**src/rtl/ring_token_arbiter.sv**
```systemverilog
// Four-way round-robin arbiter with a rotating one-hot priority token, registered
// one-hot grant, zero-bubble handoff and a per-grant hold limit.

module ring_token_arbiter_lane #(
  parameter int NUM_LANES = 4,
  parameter int IDX       = 0,
  parameter int IDX_W     = 2
) (
  input  logic [NUM_LANES-1:0] req,
  input  logic [IDX_W-1:0]     ptr_idx,
  output logic                 win
);
  logic [IDX_W-1:0] d_self;

  // Scan distance from the token wraps naturally in IDX_W bits (NUM_LANES is 2**IDX_W).
  always_comb begin
    d_self = IDX_W'(IDX) - ptr_idx;
    win    = req[IDX];
    for (int j = 0; j < NUM_LANES; j++) begin
      if (j != IDX && req[j] && ((IDX_W'(j) - ptr_idx) < d_self)) win = 1'b0;
    end
  end
endmodule

module ring_token_arbiter #(
  parameter int MAX_HOLD = 8
) (
  input  logic       clk,
  input  logic       reset,
  input  logic [3:0] req,
  input  logic       done,
  output logic [3:0] grant,
  output logic [1:0] grant_id,
  output logic       busy,
  output logic       timeout
);
  localparam int          NUM_LANES = 4;
  localparam int          IDX_W     = 2;
  localparam logic [7:0]  HOLD_LIM  = 8'(MAX_HOLD - 1);

  typedef enum logic {IDLE, GRANT} state_e;

  state_e                 state_q, state_d;
  logic [NUM_LANES-1:0]   ptr_q, ptr_d;
  logic [7:0]             hold_cnt_q, hold_cnt_d;
  logic [NUM_LANES-1:0]   grant_q, grant_d;
  logic [IDX_W-1:0]       grant_id_q, grant_id_d;
  logic                   busy_q, busy_d;
  logic                   timeout_q, timeout_d;

  logic [NUM_LANES-1:0]   arb_req, arb_ptr, arb_win, ptr_rot;
  logic [IDX_W-1:0]       arb_ptr_idx, arb_win_id;
  logic                   rel_drop, rel_done, rel_limit, rel_any;

  for (genvar i = 0; i < NUM_LANES; i++) begin : g_lane
    ring_token_arbiter_lane #(
      .NUM_LANES (NUM_LANES),
      .IDX       (i),
      .IDX_W     (IDX_W)
    ) u_lane (
      .req     (arb_req),
      .ptr_idx (arb_ptr_idx),
      .win     (arb_win[i])
    );
  end

  // Release classification; limit only counts when neither drop nor done applies.
  always_comb begin
    rel_drop  = (state_q == GRANT) && !req[grant_id_q];
    rel_done  = (state_q == GRANT) && done;
    rel_limit = (state_q == GRANT) && (hold_cnt_q == HOLD_LIM) && !rel_drop && !rel_done;
    rel_any   = rel_drop || rel_done || rel_limit;
    ptr_rot   = {grant_q[NUM_LANES-2:0], grant_q[NUM_LANES-1]};
  end

  // One arbiter serves both idle entry (current token) and handoff (rotated token).
  always_comb begin
    if (state_q == IDLE) begin
      arb_req = req;
      arb_ptr = ptr_q;
    end else begin
      arb_req = rel_drop ? (req & ~grant_q) : req;
      arb_ptr = ptr_rot;
    end
    arb_ptr_idx = '0;
    arb_win_id  = '0;
    for (int i = 0; i < NUM_LANES; i++) begin
      if (arb_ptr[i]) arb_ptr_idx = arb_ptr_idx | IDX_W'(i);
      if (arb_win[i]) arb_win_id  = arb_win_id  | IDX_W'(i);
    end
  end

  always_comb begin
    state_d    = state_q;
    ptr_d      = ptr_q;
    hold_cnt_d = hold_cnt_q;
    grant_d    = grant_q;
    grant_id_d = grant_id_q;
    busy_d     = busy_q;
    timeout_d  = 1'b0;
    case (state_q)
      IDLE: begin
        if (req != '0) begin
          grant_d    = arb_win;
          grant_id_d = arb_win_id;
          busy_d     = 1'b1;
          hold_cnt_d = '0;
          state_d    = GRANT;
        end
      end
      GRANT: begin
        if (!rel_any) begin
          hold_cnt_d = hold_cnt_q + 8'd1;
        end else begin
          ptr_d      = ptr_rot;
          timeout_d  = rel_limit;
          hold_cnt_d = '0;
          if (arb_win != '0) begin
            grant_d    = arb_win;
            grant_id_d = arb_win_id;
            busy_d     = 1'b1;
          end else begin
            grant_d    = '0;
            grant_id_d = '0;
            busy_d     = 1'b0;
            state_d    = IDLE;
          end
        end
      end
      default: state_d = IDLE;
    endcase
  end

  always_ff @(posedge clk) begin
    if (reset) begin
      state_q    <= IDLE;
      ptr_q      <= 4'b0001;
      hold_cnt_q <= '0;
      grant_q    <= '0;
      grant_id_q <= '0;
      busy_q     <= 1'b0;
      timeout_q  <= 1'b0;
    end else begin
      state_q    <= state_d;
      ptr_q      <= ptr_d;
      hold_cnt_q <= hold_cnt_d;
      grant_q    <= grant_d;
      grant_id_q <= grant_id_d;
      busy_q     <= busy_d;
      timeout_q  <= timeout_d;
    end
  end

  assign grant    = grant_q;
  assign grant_id = grant_id_q;
  assign busy     = busy_q;
  assign timeout  = timeout_q;
endmodule

```
**config.mk**
```make
export PLATFORM = sky130hd
export DESIGN_NAME = ring_token_arbiter
export DESIGN_NICKNAME = d
export VERILOG_FILES = /design/src/rtl/ring_token_arbiter.sv
export SDC_FILE = /design/constraint.sdc
export NUM_CORES = 1
export LEC_CHECK = 0
export ABC_CLOCK_PERIOD_IN_PS = 5800
export BUFFER_PORTS_ARGS = -buffer_cell sky130_fd_sc_hd__clkbuf_2
export CAP_MARGIN = 15
export CORE_MARGIN = 5
export CORE_UTILIZATION = 40
export DETAILED_ROUTE_END_ITERATION = 8
export GPL_TIMING_DRIVEN = 0
export REMOVE_ABC_BUFFERS = 1
export SLEW_MARGIN = 40
export SYNTH_ARGS = -nofsm -noshare
export SYNTH_HDL_FRONTEND = slang
export SYNTH_HIERARCHICAL = 1
export SYNTH_SLANG_ARGS = --single-unit
```
**constraint.sdc**
```tcl
create_clock -name clk -period 5.8 [get_ports clk]
set_input_delay 0.87 -clock clk [delete_from_list [all_inputs] [get_ports clk]]
set_output_delay 0.87 -clock clk [all_outputs]
set_load 0.01 [all_outputs]
```
* Word-level counts from Yosys, hierarchy flattened
Index checks and enable logic that the tools add are counted.
** Operators by class
- Order comparisons :: 13
- $add $sub $neg :: 5
- Bitwise operators :: 4
- Reductions and logical operators :: 27
- Equal/unequal tests :: 3
- Muxes and demuxes :: 41
** Operators by type and width (count)
- $lt 2x2->1 :: 12
- $mux 4 :: 6
- $mux 1 :: 20
- $logic_and 1x1->1 :: 17
- $mux 8 :: 2
- $pmux 8 s2 :: 1
- $mux 2 :: 7
- $add 8x1->8 const B :: 1
- $eq 8x3->1 const B :: 1
- $pmux 4 s2 :: 1
- $reduce_bool 4->1 :: 2
- $and 4x4->4 :: 1
- $ne 2x1->1 const B :: 2
- $not 4->4 :: 1
- $pmux 1 s2 :: 2
- $pmux 2 s2 :: 1
- $reduce_and 2->1 :: 2
- $sub 1x2->2 const A :: 2
- $sub 2x2->2 const A :: 2
- $logic_not 1->1 :: 3
- $lt 2x3->1 const B :: 1
- $reduce_or 3->1 :: 1
- $bmux 1 s2 :: 1
- $logic_or 1x1->1 :: 2
- $not 1->1 :: 2
** Storage, ports and cells
- Register bits :: 21
- Output and inout bits :: 8
- Logic and storage cells :: 100

* Logic depth before layout (Yosys ltp)
Gate-level depths: netlist of run 1.
- Depth after elaboration :: 16
- Gate-level depth with buffers :: 10

* Cells and area by module
Netlist of run 1, hierarchy kept.
** By module, submodules not included
- ring_token_arbiter :: sequential area each 400.4 sq um, area an instance 1087.3 sq um, instances 1, cells an instance 123
- ring_token_arbiter_lane at g_lane[0].u_lane :: sequential area each 0.0 sq um, area an instance 52.6 sq um, instances 1, cells an instance 7
- ring_token_arbiter_lane at g_lane[2].u_lane :: sequential area each 0.0 sq um, area an instance 48.8 sq um, instances 1, cells an instance 6
- ring_token_arbiter_lane at g_lane[3].u_lane :: sequential area each 0.0 sq um, area an instance 27.5 sq um, instances 1, cells an instance 4
- ring_token_arbiter_lane at g_lane[1].u_lane :: sequential area each 0.0 sq um, area an instance 20.0 sq um, instances 1, cells an instance 3

* Worst setup path after synthesis of run 1
No wires, ideal clock.
- Path kind :: input -> register
- Start :: in req[2]
- End :: reg state_q
- Required time :: 5.669 ns
- Library setup time :: 0.131 ns
- Data arrival time :: 2.396 ns
- Slack :: 3.273 ns
- Cell stages on the path :: 9
- Buffers on the path :: 0
- Cell sequence :: mux2i_1 -> nand2b_1 -> a21oi_1 -> a21boi_0 -> a21oi_1 -> o211a_1 -> nor4_1 -> o211ai_1 -> nor3b_1
** Between the ends
- Elaborated cells between the ends (all ways) :: 42
- Those cells by class :: mux: 20; bitwise: 1; reduce/logical: 21
** RTL lines
- start, declared :: RTL line 30 : input logic [3:0] req,
- $bmux 1 s2 :: RTL line 69 : rel_drop = (state_q == GRANT) && !req[grant_id_q];
- $mux 1 (implied by the code) :: RTL line 69
- $logic_not 1->1 :: RTL line 69
- $logic_and 1x1->1 :: RTL line 69
- $mux 4 :: RTL line 82 : arb_req = rel_drop ? (req & ~grant_q) : req;
- $mux 4 * :: RTL line 78 : if (state_q == IDLE) begin
- via arb_req[2] :: RTL line 51 : logic [NUM_LANES-1:0] arb_req, arb_ptr, arb_win, ptr_rot;
- $logic_and 1x1->1 * :: RTL line 20 : if (j != IDX && req[j] && ((IDX_W'(j) - ptr_idx) < d_self)) win = 1'b0;
- $mux 1 * (2 in a row) :: RTL line 20
- via arb_win[1] :: RTL line 51
- $reduce_bool 4->1 * :: RTL line 118 : if (arb_win != '0) begin
- $mux 1 * :: RTL line 118
- $mux 1 * :: RTL line 112 : if (!rel_any) begin
- $pmux 1 s2 * :: RTL line 101 : case (state_q)
- end signal, assigned :: RTL line 144 : state_q <= state_d;
- end, declared :: RTL line 43 : state_e state_q, state_d;
The timed path passes the listed nets; every way through them passes the cells marked *. The select of a mux whose other input is x is not followed.
A chain may end at the register's enable or synchronous reset.

* Worst setup path after layout of run 1
- Start :: reg state_q
- End :: reg state_q
** Between the ends
- Elaborated cells between the ends (all ways) :: 60
- Those cells by class :: add/sub: 4; order compare: 12; mux: 21; bitwise: 1; reduce/logical: 22
** RTL lines
- $mux 4 * :: RTL line 78
- $mux 2 :: RTL line 88 : if (arb_ptr[i]) arb_ptr_idx = arb_ptr_idx | IDX_W'(i);
- $mux 2 * :: RTL line 88
- via arb_ptr_idx[1] :: RTL line 52 : logic [IDX_W-1:0] arb_ptr_idx, arb_win_id;
- $sub 1x2->2 (on tied branches) :: RTL line 20, 17
- $lt 2x2->1 :: RTL line 20
- $logic_and 1x1->1 :: RTL line 20
- $mux 1 (2 in a row) :: RTL line 20
- $mux 1 * :: RTL line 20
- via arb_win[0] :: RTL line 51
- $reduce_bool 4->1 * :: RTL line 118
- $mux 1 * :: RTL line 118
- $mux 1 * :: RTL line 112
- $pmux 1 s2 * :: RTL line 101
The timed path passes the listed nets; every way through them passes the cells marked *.

==> reports/summary.md, run 1 <==
- **Slowest Stage Delay on Critical Path** 0.73 ns
- **most used standard cell by instance count after synthesis** sky130_fd_sc_hd__nand2_1
- **final period demand of the worst path** 2.72 ns
- **DP Cell Count** 186
- **crit share post-route** 46.8%
- **final-stage net count** 170
- **post-synthesis average cell area** 8.64 µm²
- **number of synthesized register bits** 20
- **post-layout utilization of the core** 46.0%
- **crit path launch type** flip-flop
- **Setup TNS** 0 ns
- **post-synthesis mux area share** 8.91%
- **warning count from the yosys run** 6
- **Cell Int Power** 253 µW
- **number of setup violations in the final report** 0
- **number of cells upsized or downsized after cts** 0
- **post-cts hold buffer count** 0
- **height of the die** 65.6 µm
- **cells after synthesis** 143
- **Post-Synth XOR/XNOR Area** 0%
- **Pleak** 0.000577 µW
- **class of the worst hold path** reg -> reg
- **required time reported for the critical path endpoint** 6.00 ns
- **fraction of layout instances using a drive strength above 1** 17.8%
- **part of the Yosys area used for sequential elements** 32.4%
- **number of port buffers** 14
- **htree depth** 1
- **post-synthesis share of cell area spent on and, or, nand and nor gates** 26.6%
- **setup repair after global routing missed its margin** no
- **Clock Skew** 0.00746 ns
- **part of the power in registers** 43.7%
- **width of the chip** 65.6 µm
- **worst skew pair latency** 0.30 ns
- **number of standard cells in the final layout excluding fillers** 190
- **number of distinct library cells after synthesis** 40
- **post-layout worst setup margin** 3.08 ns
- **maximum number of pins on one net before global-route repair** 18
- **post-CTS repair timing setup buffer count** 0
- **max capacitance violation total** 0
- **number of detailed-routing iterations run before antenna repair** 4
- **Area growth, synth to finish** 11.7%
- **EDFF count, synth** 0
- **Post-Synth Adder-Cell Area** 5.06%
- **net switching fraction of the power** 30.3%
- **crit path cell chain** nor3_1, a21oi_1, inv_1, ha_1, a22oi_1, and3_1, nor4_1, o211ai_1, nor3b_1
- **post-synthesis cell type with the largest combined area** sky130_fd_sc_hd__dfxtp_1
- **hold violation count in the final report** 0
- **GRT Overall Usage** 13.9%
- **placer congestion estimate** 0.779
- **drc violations** 0
- **number of global-route vias before repair** 1,035
- **io pins** 15
- **complex-gate fraction of the synthesized area** 23.4%
- **Placement Setup Slack** 2.80 ns
- **power density of the placed cells** 262 mW/mm²
- **logic gate share of total power** 24.7%
- **part of the total power dissipated in the clock network** 31.6%
- **WP buf/inv** 1
- **TritonCTS sink count** 20
- **dominant combinational cell family by area after synthesis** simple AND/OR/NAND/NOR gates
- **cell types with the largest area share after synthesis** sky130_fd_sc_hd__dfxtp_1, sky130_fd_sc_hd__mux2i_1, sky130_fd_sc_hd__nand2_1, sky130_fd_sc_hd__ha_1, sky130_fd_sc_hd__a21oi_1
- **Post-Synthesis Cell Area** 0.00124 mm²
- **drt total wl** 2710 µm
- **wire per inst** 14.2 µm
- **CTS buffer count** 3
- **share of synthesized registers carrying an async set or reset** 0%
- **area of the core** 0.00300 mm²
- **worst-case vdd ir drop** 123 µV
- **Slew Limit Fails** 0
- **flip-flop cell with the highest count after synthesis** sky130_fd_sc_hd__dfxtp_1
- **Synth top cells by count** sky130_fd_sc_hd__nand2_1, sky130_fd_sc_hd__dfxtp_1, sky130_fd_sc_hd__mux2i_1
- **wire length of the first global-routing pass** 4720 µm
- **Critical Path End Type** flip-flop
- **clock tree from TritonCTS** done
- **total global routing overflow** 0
- **Row Count** 20
- **buffer type at the clock tree root** sky130_fd_sc_hd__clkbuf_4
- **proportion of netlist area held by the largest area contributor** 32.4%
- **vias per inst** 5.69
- **count of antenna-violating nets left after detailed routing** 0
- **clock transition at the registers of the reported paths** 0.12 ns
- **number of DRC markers after the initial detailed-route iteration** 80
- **antenna diode instance count** 0
- **overall via count from detail_route** 1,081
- **cell at the slowest stage of the critical path** sky130_fd_sc_hd__dfxtp_1
- **Net Switching** 110 µW
- **Max-slew headroom** 58.9%
- **maximum number of buffers from clock root to sink** 2
- **crit path kind** reg -> reg
- **Worst path top cell family by delay** simple AND/OR/NAND/NOR gates
- **number of antenna violations at the first check in global routing** 0
- **result of the run** finished, final reports clean
- **sum of net half-perimeters after detailed placement** 2030 µm
- **Die Outline Area** 0.00430 mm²
- **Fmax achieved** 368 MHz
- **initial standard-cell utilization of the core** 41.2%
- **largest fanout on the critical path** 13
- **transition time of the tightest slew-check pin** 0.616 ns
- **arrival time at the worst endpoint** 2.92 ns
## layout make-up
cell class / instances / area (µm²)
Clock inverter: 1 / 30.0
Tap cell: 33 / 41.3
Fill cell: 330 / 1620
Inverter: 7 / 26.3
Multi-Input combinational cell: 112 / 791
Clock buffer: 3 / 22.5
Timing Repair Buffer: 14 / 70.1
Sequential cell: 20 / 400
## metal layers
metal  up-vias  share of wire [%]  GRT usage [%]
li1        554                  -              -
met1       514                 47           17.0
met2        11                 49           23.9
met3         2                3.0           2.91
met4         0               0.74           5.18
met5         -                  0              0
## through the flow
stage / power (µW) / cell area (µm²) / hold slack, ns
detailed placement: 251 / 1330 / 0.454
floorplan: 224 / 1220 / 0.439
CTS: 367 / 1380 / 0.476
global placement: 248 / 1330 / 0.450
global route: 388 / 1380 / 0.500
finish: 362 / 1380 / 0.476
## worst min-delay path, cell delays in order (launching register included)
cell and delay, ns:
sky130_fd_sc_hd__dfxtp_1 0.34, sky130_fd_sc_hd__nand2_1 0.05, sky130_fd_sc_hd__mux2i_1 0.05
## final timing paths
kind,startpoint,endpoint,slack [ns],cells after the start
max,state_q,state_q,3.08,9
min,ptr_q[1],ptr_q[1],0.48,2
max reg2reg,state_q,state_q,3.08,9
min reg2reg,ptr_q[1],ptr_q[1],0.48,2
## flip-flops by register name, summed over array words and instances, names as in the netlist
register,flops
timeout,1
hold_cnt_q,8
grant_id,2
grant,4
busy,1
state_q,1
ptr_q,3
## power by group through the flow
stage | logic (µW) | registers, µW | clock network (µW)
3_5_place_dp | 89.8 | 162 | 0
3_3_place_gp | 87.0 | 161 | 0
5_1_grt | 101 | 161 | 126
4_1_cts | 90.3 | 158 | 118
6_report | 89.6 | 158 | 115
2_1_floorplan | 62.3 | 162 | 0
## kinds of logic (layout without fill, tap and decap cells)
kind of cell	after synthesis	count (layout)
DFF	20	20
and+or+nand+nor	59	59
AOI/OAI and AO/OA	37	37
muxes	11	11
buffers and inverters	11	25
adders and majority gates	5	5
## cell usage in the layout (no fill, tap or decap), types with 5 or more instances in the layout
| cell type | n |
|---|---|
| sky130_fd_sc_hd__clkbuf_2 | 14 |
| sky130_fd_sc_hd__nor2_1 | 6 |
| sky130_fd_sc_hd__a21oi_1 | 8 |
| sky130_fd_sc_hd__ha_1 | 5 |
| sky130_fd_sc_hd__nand2_1 | 24 |
| sky130_fd_sc_hd__inv_1 | 7 |
| sky130_fd_sc_hd__mux2i_1 | 11 |
| sky130_fd_sc_hd__dfxtp_1 | 20 |
No activity file was read; power rests on OpenSTA's default activity.
==> run 2: changes to the inputs <==
--- a/config.mk
+++ b/config.mk
@@ -5,7 +5,8 @@
 export SDC_FILE = /design/constraint.sdc
 export NUM_CORES = 1
 export LEC_CHECK = 0
-export ABC_CLOCK_PERIOD_IN_PS = 5800
+export ABC_AREA = 1
+export ABC_CLOCK_PERIOD_IN_PS = 2400
 export BUFFER_PORTS_ARGS = -buffer_cell sky130_fd_sc_hd__clkbuf_2
 export CAP_MARGIN = 15
 export CORE_MARGIN = 5
==> constraint.sdc (replaced) <==
create_clock -name clk -period 2.4 [get_ports clk]
set_input_delay 0.36 -clock clk [delete_from_list [all_inputs] [get_ports clk]]
set_output_delay 0.36 -clock clk [all_outputs]
set_load 0.01 [all_outputs]
==> run 2 against run 1 <==
  * Global-route usage rose by 0.38 points
  * Via count up 19%
  * Die area is 7.6% higher
  * Worst hold slack got worse by 0.081 ns
  * Area after synthesis increased by 9.0%
  * Cell count is 43% higher
  * Total power grew to 2.7 times the previous value
  * Highest routed layer unchanged
==> reports/summary.md, run 2 <==
- **Clock Skew** 0.00494 ns, was 0.00746 ns
- **logic gate share of total power** 41.8%, was 24.7%
- **max capacitance violation total** 0, unchanged
- **Pleak** 0.000720 µW, was 0.000577 µW
- **complex-gate fraction of the synthesized area** 9.56%, was 23.4%
- **total global routing overflow** 0, unchanged
- **CTS buffer count** 3, unchanged
- **number of global-route vias before repair** 1,075, was 1,035
- **layout filler cell count** 372, was 330
- **Cell Int Power** 579 µW, was 253 µW
- **post-layout utilization of the core** 45.5%, was 46.0%
- **width of the chip** 68.0 µm, was 65.6 µm
- **drt total wl** 3040 µm, was 2710 µm
- **worst-case vdd ir drop** 358 µV, was 123 µV
- **transition time of the tightest slew-check pin** 0.392 ns, was 0.616 ns
- **drc violations** 0, unchanged
- **area of the core** 0.00331 mm², was 0.00300 mm²
- **class of the worst hold path** in -> reg, was reg -> reg
- **number of detailed-routing iterations run before antenna repair** 4, unchanged
- **result of the run** finished, final reports clean, unchanged
- **post-synthesis share of cell area spent on and, or, nand and nor gates** 44.5%, was 26.6%
- **largest fanout on the critical path** 10, was 13
- **crit path launch type** flip-flop, unchanged
- **commonest cells after routing, fill and taps aside** sky130_fd_sc_hd__nand2_1, sky130_fd_sc_hd__nor2_1, sky130_fd_sc_hd__inv_1, was sky130_fd_sc_hd__nand2_1, sky130_fd_sc_hd__dfxtp_1, sky130_fd_sc_hd__clkbuf_2
- **buffer type at the clock tree root** sky130_fd_sc_hd__clkbuf_4, unchanged
- **vias per inst** 4.73, was 5.69
- **io pins** 15, unchanged
- **overall via count from detail_route** 1,281, was 1,081
- **crit path kind** reg -> reg, unchanged
- **Post-Route Hold Slack** 0.395 ns, was 0.476 ns
- **initial standard-cell utilization of the core** 40.7%, was 41.2%
- **setup repair after global routing missed its margin** no, unchanged
- **required time reported for the critical path endpoint** 2.60 ns, was 6.00 ns
- **arrival time at the worst endpoint** 2.39 ns, was 2.92 ns
- **Post-Synth XOR/XNOR Area** 0.650%, was 0%
- **Post-Synthesis Cell Area** 0.00135 mm², was 0.00124 mm²
- **number of setup violations in the final report** 0, unchanged
- **GRT Overall Usage** 14.3%, was 13.9%
- **register bank with the most flops** hold_cnt_q, unchanged
- **count of antenna-violating nets left after detailed routing** 0, unchanged
- **warning count from the yosys run** 6, unchanged
- **wire per inst** 11.2 µm, was 14.2 µm
- **height of the die** 68.0 µm, was 65.6 µm
- **htree depth** 1, unchanged
- **TritonCTS sink count** 20, unchanged
- **Area growth, synth to finish** 11.7%, about the same
- **antenna diode instance count** 0, unchanged
- **part of the Yosys area used for sequential elements** 29.7%, was 32.4%
- **post-synthesis average cell area** 6.45 µm², was 8.64 µm²
- **most used standard cell by instance count after synthesis** sky130_fd_sc_hd__nand2_1, unchanged
- **hold violation count in the final report** 0, unchanged
- **proportion of netlist area held by the largest area contributor** 29.7%, was 32.4%
- **Post-Synth Adder-Cell Area** 4.64%, was 5.06%
- **Net Switching** 386 µW, was 110 µW
- **number of distinct library cells after synthesis** 27, was 40
- **EDFF count, synth** 0, unchanged
- **final-stage net count** 239, was 170
- **Fmax achieved** 457 MHz, was 368 MHz
- **flip-flop cell with the highest count after synthesis** sky130_fd_sc_hd__dfxtp_1, unchanged
- **crit share post-route** 91.1%, was 46.8%
- **number of synthesized register bits** 20, unchanged
- **worst skew pair latency** 0.29 ns, was 0.30 ns
- **Slew Limit Fails** 0, unchanged
- **sum of net half-perimeters after detailed placement** 2290 µm, was 2030 µm
- **Largest register FFs** 8, unchanged
- **final std cell area, no fill** 0.00151 mm², was 0.00138 mm²
- **number of DRC markers after the initial detailed-route iteration** 64, was 80
- **post-synthesis mux area share** 0%, was 8.91%
- **net switching fraction of the power** 40.0%, was 30.3%
- **power density of the placed cells** 641 mW/mm², was 262 mW/mm²
- **maximum number of buffers from clock root to sink** 2, unchanged
- **post-cts hold buffer count** 0, unchanged
- **Die Outline Area** 0.00463 mm², was 0.00430 mm²
- **share of synthesized registers carrying an async set or reset** 0%, unchanged
- **part of the power in registers** 42.3%, was 43.7%
- **fraction of layout instances using a drive strength above 1** 20.0%, was 17.8%
- **dominant combinational cell family by area after synthesis** simple AND/OR/NAND/NOR gates, unchanged
- **maximum number of pins on one net before global-route repair** 13, was 18
- **part of the total power dissipated in the clock network** 15.9%, was 31.6%
- **placer congestion estimate** 0.781, was 0.779
- **number of port buffers** 14, unchanged
- **number of antenna violations at the first check in global routing** 0, unchanged
- **Synth top cells by count** sky130_fd_sc_hd__nand2_1, sky130_fd_sc_hd__nor2_1, sky130_fd_sc_hd__inv_1, was sky130_fd_sc_hd__nand2_1, sky130_fd_sc_hd__dfxtp_1, sky130_fd_sc_hd__mux2i_1
- **clock transition at the registers of the reported paths** 0.11 ns, was 0.12 ns
- **clock tree from TritonCTS** done, unchanged
- **Critical Path End Type** flip-flop, unchanged
- **Max-slew headroom** 73.9%, was 58.9%
- **total cell area at the placement stage** 0.00145 mm², was 0.00133 mm²
- **cells after synthesis** 209, was 143
- **wire length of the first global-routing pass** 5050 µm, was 4720 µm
- **most common cell after layout, fill and taps aside** sky130_fd_sc_hd__nand2_1, unchanged
- **final period demand of the worst path** 2.19 ns, was 2.72 ns
- **power after layout** 965 µW, was 362 µW
- **Row Count** 21, was 20
- **Setup TNS** 0 ns, unchanged
- **cell types with the largest area share after synthesis** sky130_fd_sc_hd__dfxtp_1, sky130_fd_sc_hd__nand2_1, sky130_fd_sc_hd__nor2_1, sky130_fd_sc_hd__inv_1, sky130_fd_sc_hd__a21oi_1, was sky130_fd_sc_hd__dfxtp_1, sky130_fd_sc_hd__mux2i_1, sky130_fd_sc_hd__nand2_1, sky130_fd_sc_hd__ha_1, sky130_fd_sc_hd__a21oi_1
- **post-synthesis cell type with the largest combined area** sky130_fd_sc_hd__dfxtp_1, unchanged
run 2: changes by cell type in the layout (fill, tap and decap cells not counted), sizes merged, moves of 7 or more:
cell	delta
nand2	+37
mux2i	-11
nand3	+7
nor2	+27
nand4	+10
inv	+24
run 2: stage by stage:
stage               setup slack [ns]  cells
floorplan                      0.118    206
global placement              -0.292    266
detailed placement            -0.288    266
CTS                           0.0848    271
global route                  0.0182    271
finish                         0.213    271
run 2: power groups by stage:
stage / registers [µW] / logic, µW / clock network, µW
floorplan: 415 / 281 / 0
global placement: 414 / 379 / 0
finish: 408 / 404 / 154
CTS: 408 / 398 / 162
global route: 414 / 462 / 180
detailed placement: 414 / 380 / 0
run 2: cell type report:
class | instances | area (µm²) | share of cell area (%)
flip-flops and latches | 20 | 404 | 26.8
inverters | 32 | 120 | 7.98
well taps | 46 | 57.6 | 3.82
clock buffers | 3 | 22.5 | 1.50
multi-input cells | 154 | 816 | 54.2
repair buffers | 16 | 85.1 | 5.65
run 2: routing by layer:
layer	routed length, µm	GRT usage, %	part of all wire [%]
met1	1600	21.6	53
met2	1290	20.3	43
met3	134	3.94	4.4
met4	15	2.23	0.49
met5	0	0	0
run 2: repair_timing:
| item | 4_1_cts | 5_1_grt |
|---|---|---|
| pin swaps | 1 | 1 |
| resized for setup | 2 | 4 |
| setup endpoints to repair | 3 | 2 |
| buffers inserted | 2 | 0 |
run 2: critical path, stage by stage (launching register included):
cell	delay [ns]
sky130_fd_sc_hd__dfxtp_4	0.46
sky130_fd_sc_hd__inv_2	0.12
sky130_fd_sc_hd__a21oi_2	0.18
sky130_fd_sc_hd__nand3_2	0.17
sky130_fd_sc_hd__ha_1	0.32
sky130_fd_sc_hd__nand2_1	0.04
sky130_fd_sc_hd__nand2_1	0.07
sky130_fd_sc_hd__nor2_2	0.05
sky130_fd_sc_hd__or2_2	0.29
sky130_fd_sc_hd__nor3_1	0.18
sky130_fd_sc_hd__nand2_1	0.08
sky130_fd_sc_hd__nand2_1	0.07
sky130_fd_sc_hd__nor2_1	0.06
run 2: path summary, 6_finish.rpt:
path | from | end | slack (ns) | cells after the start
max reg2reg | state_q | busy | 0.21 | 12
max | state_q | busy | 0.21 | 12
min | reset | ptr_q[3] | 0.39 | 2
min reg2reg | hold_cnt_q[0] | hold_cnt_q[0] | 0.50 | 2
run 2: cell families (layout without fill, tap and decap cells):
logic type	after synthesis	after routing
and+or+nand+nor	124	124
DFF	20	20
AOI/OAI and AO/OA	24	24
xor gates and xnor gates	1	1
adders and majority gates	5	5
buffers and inverters	35	51
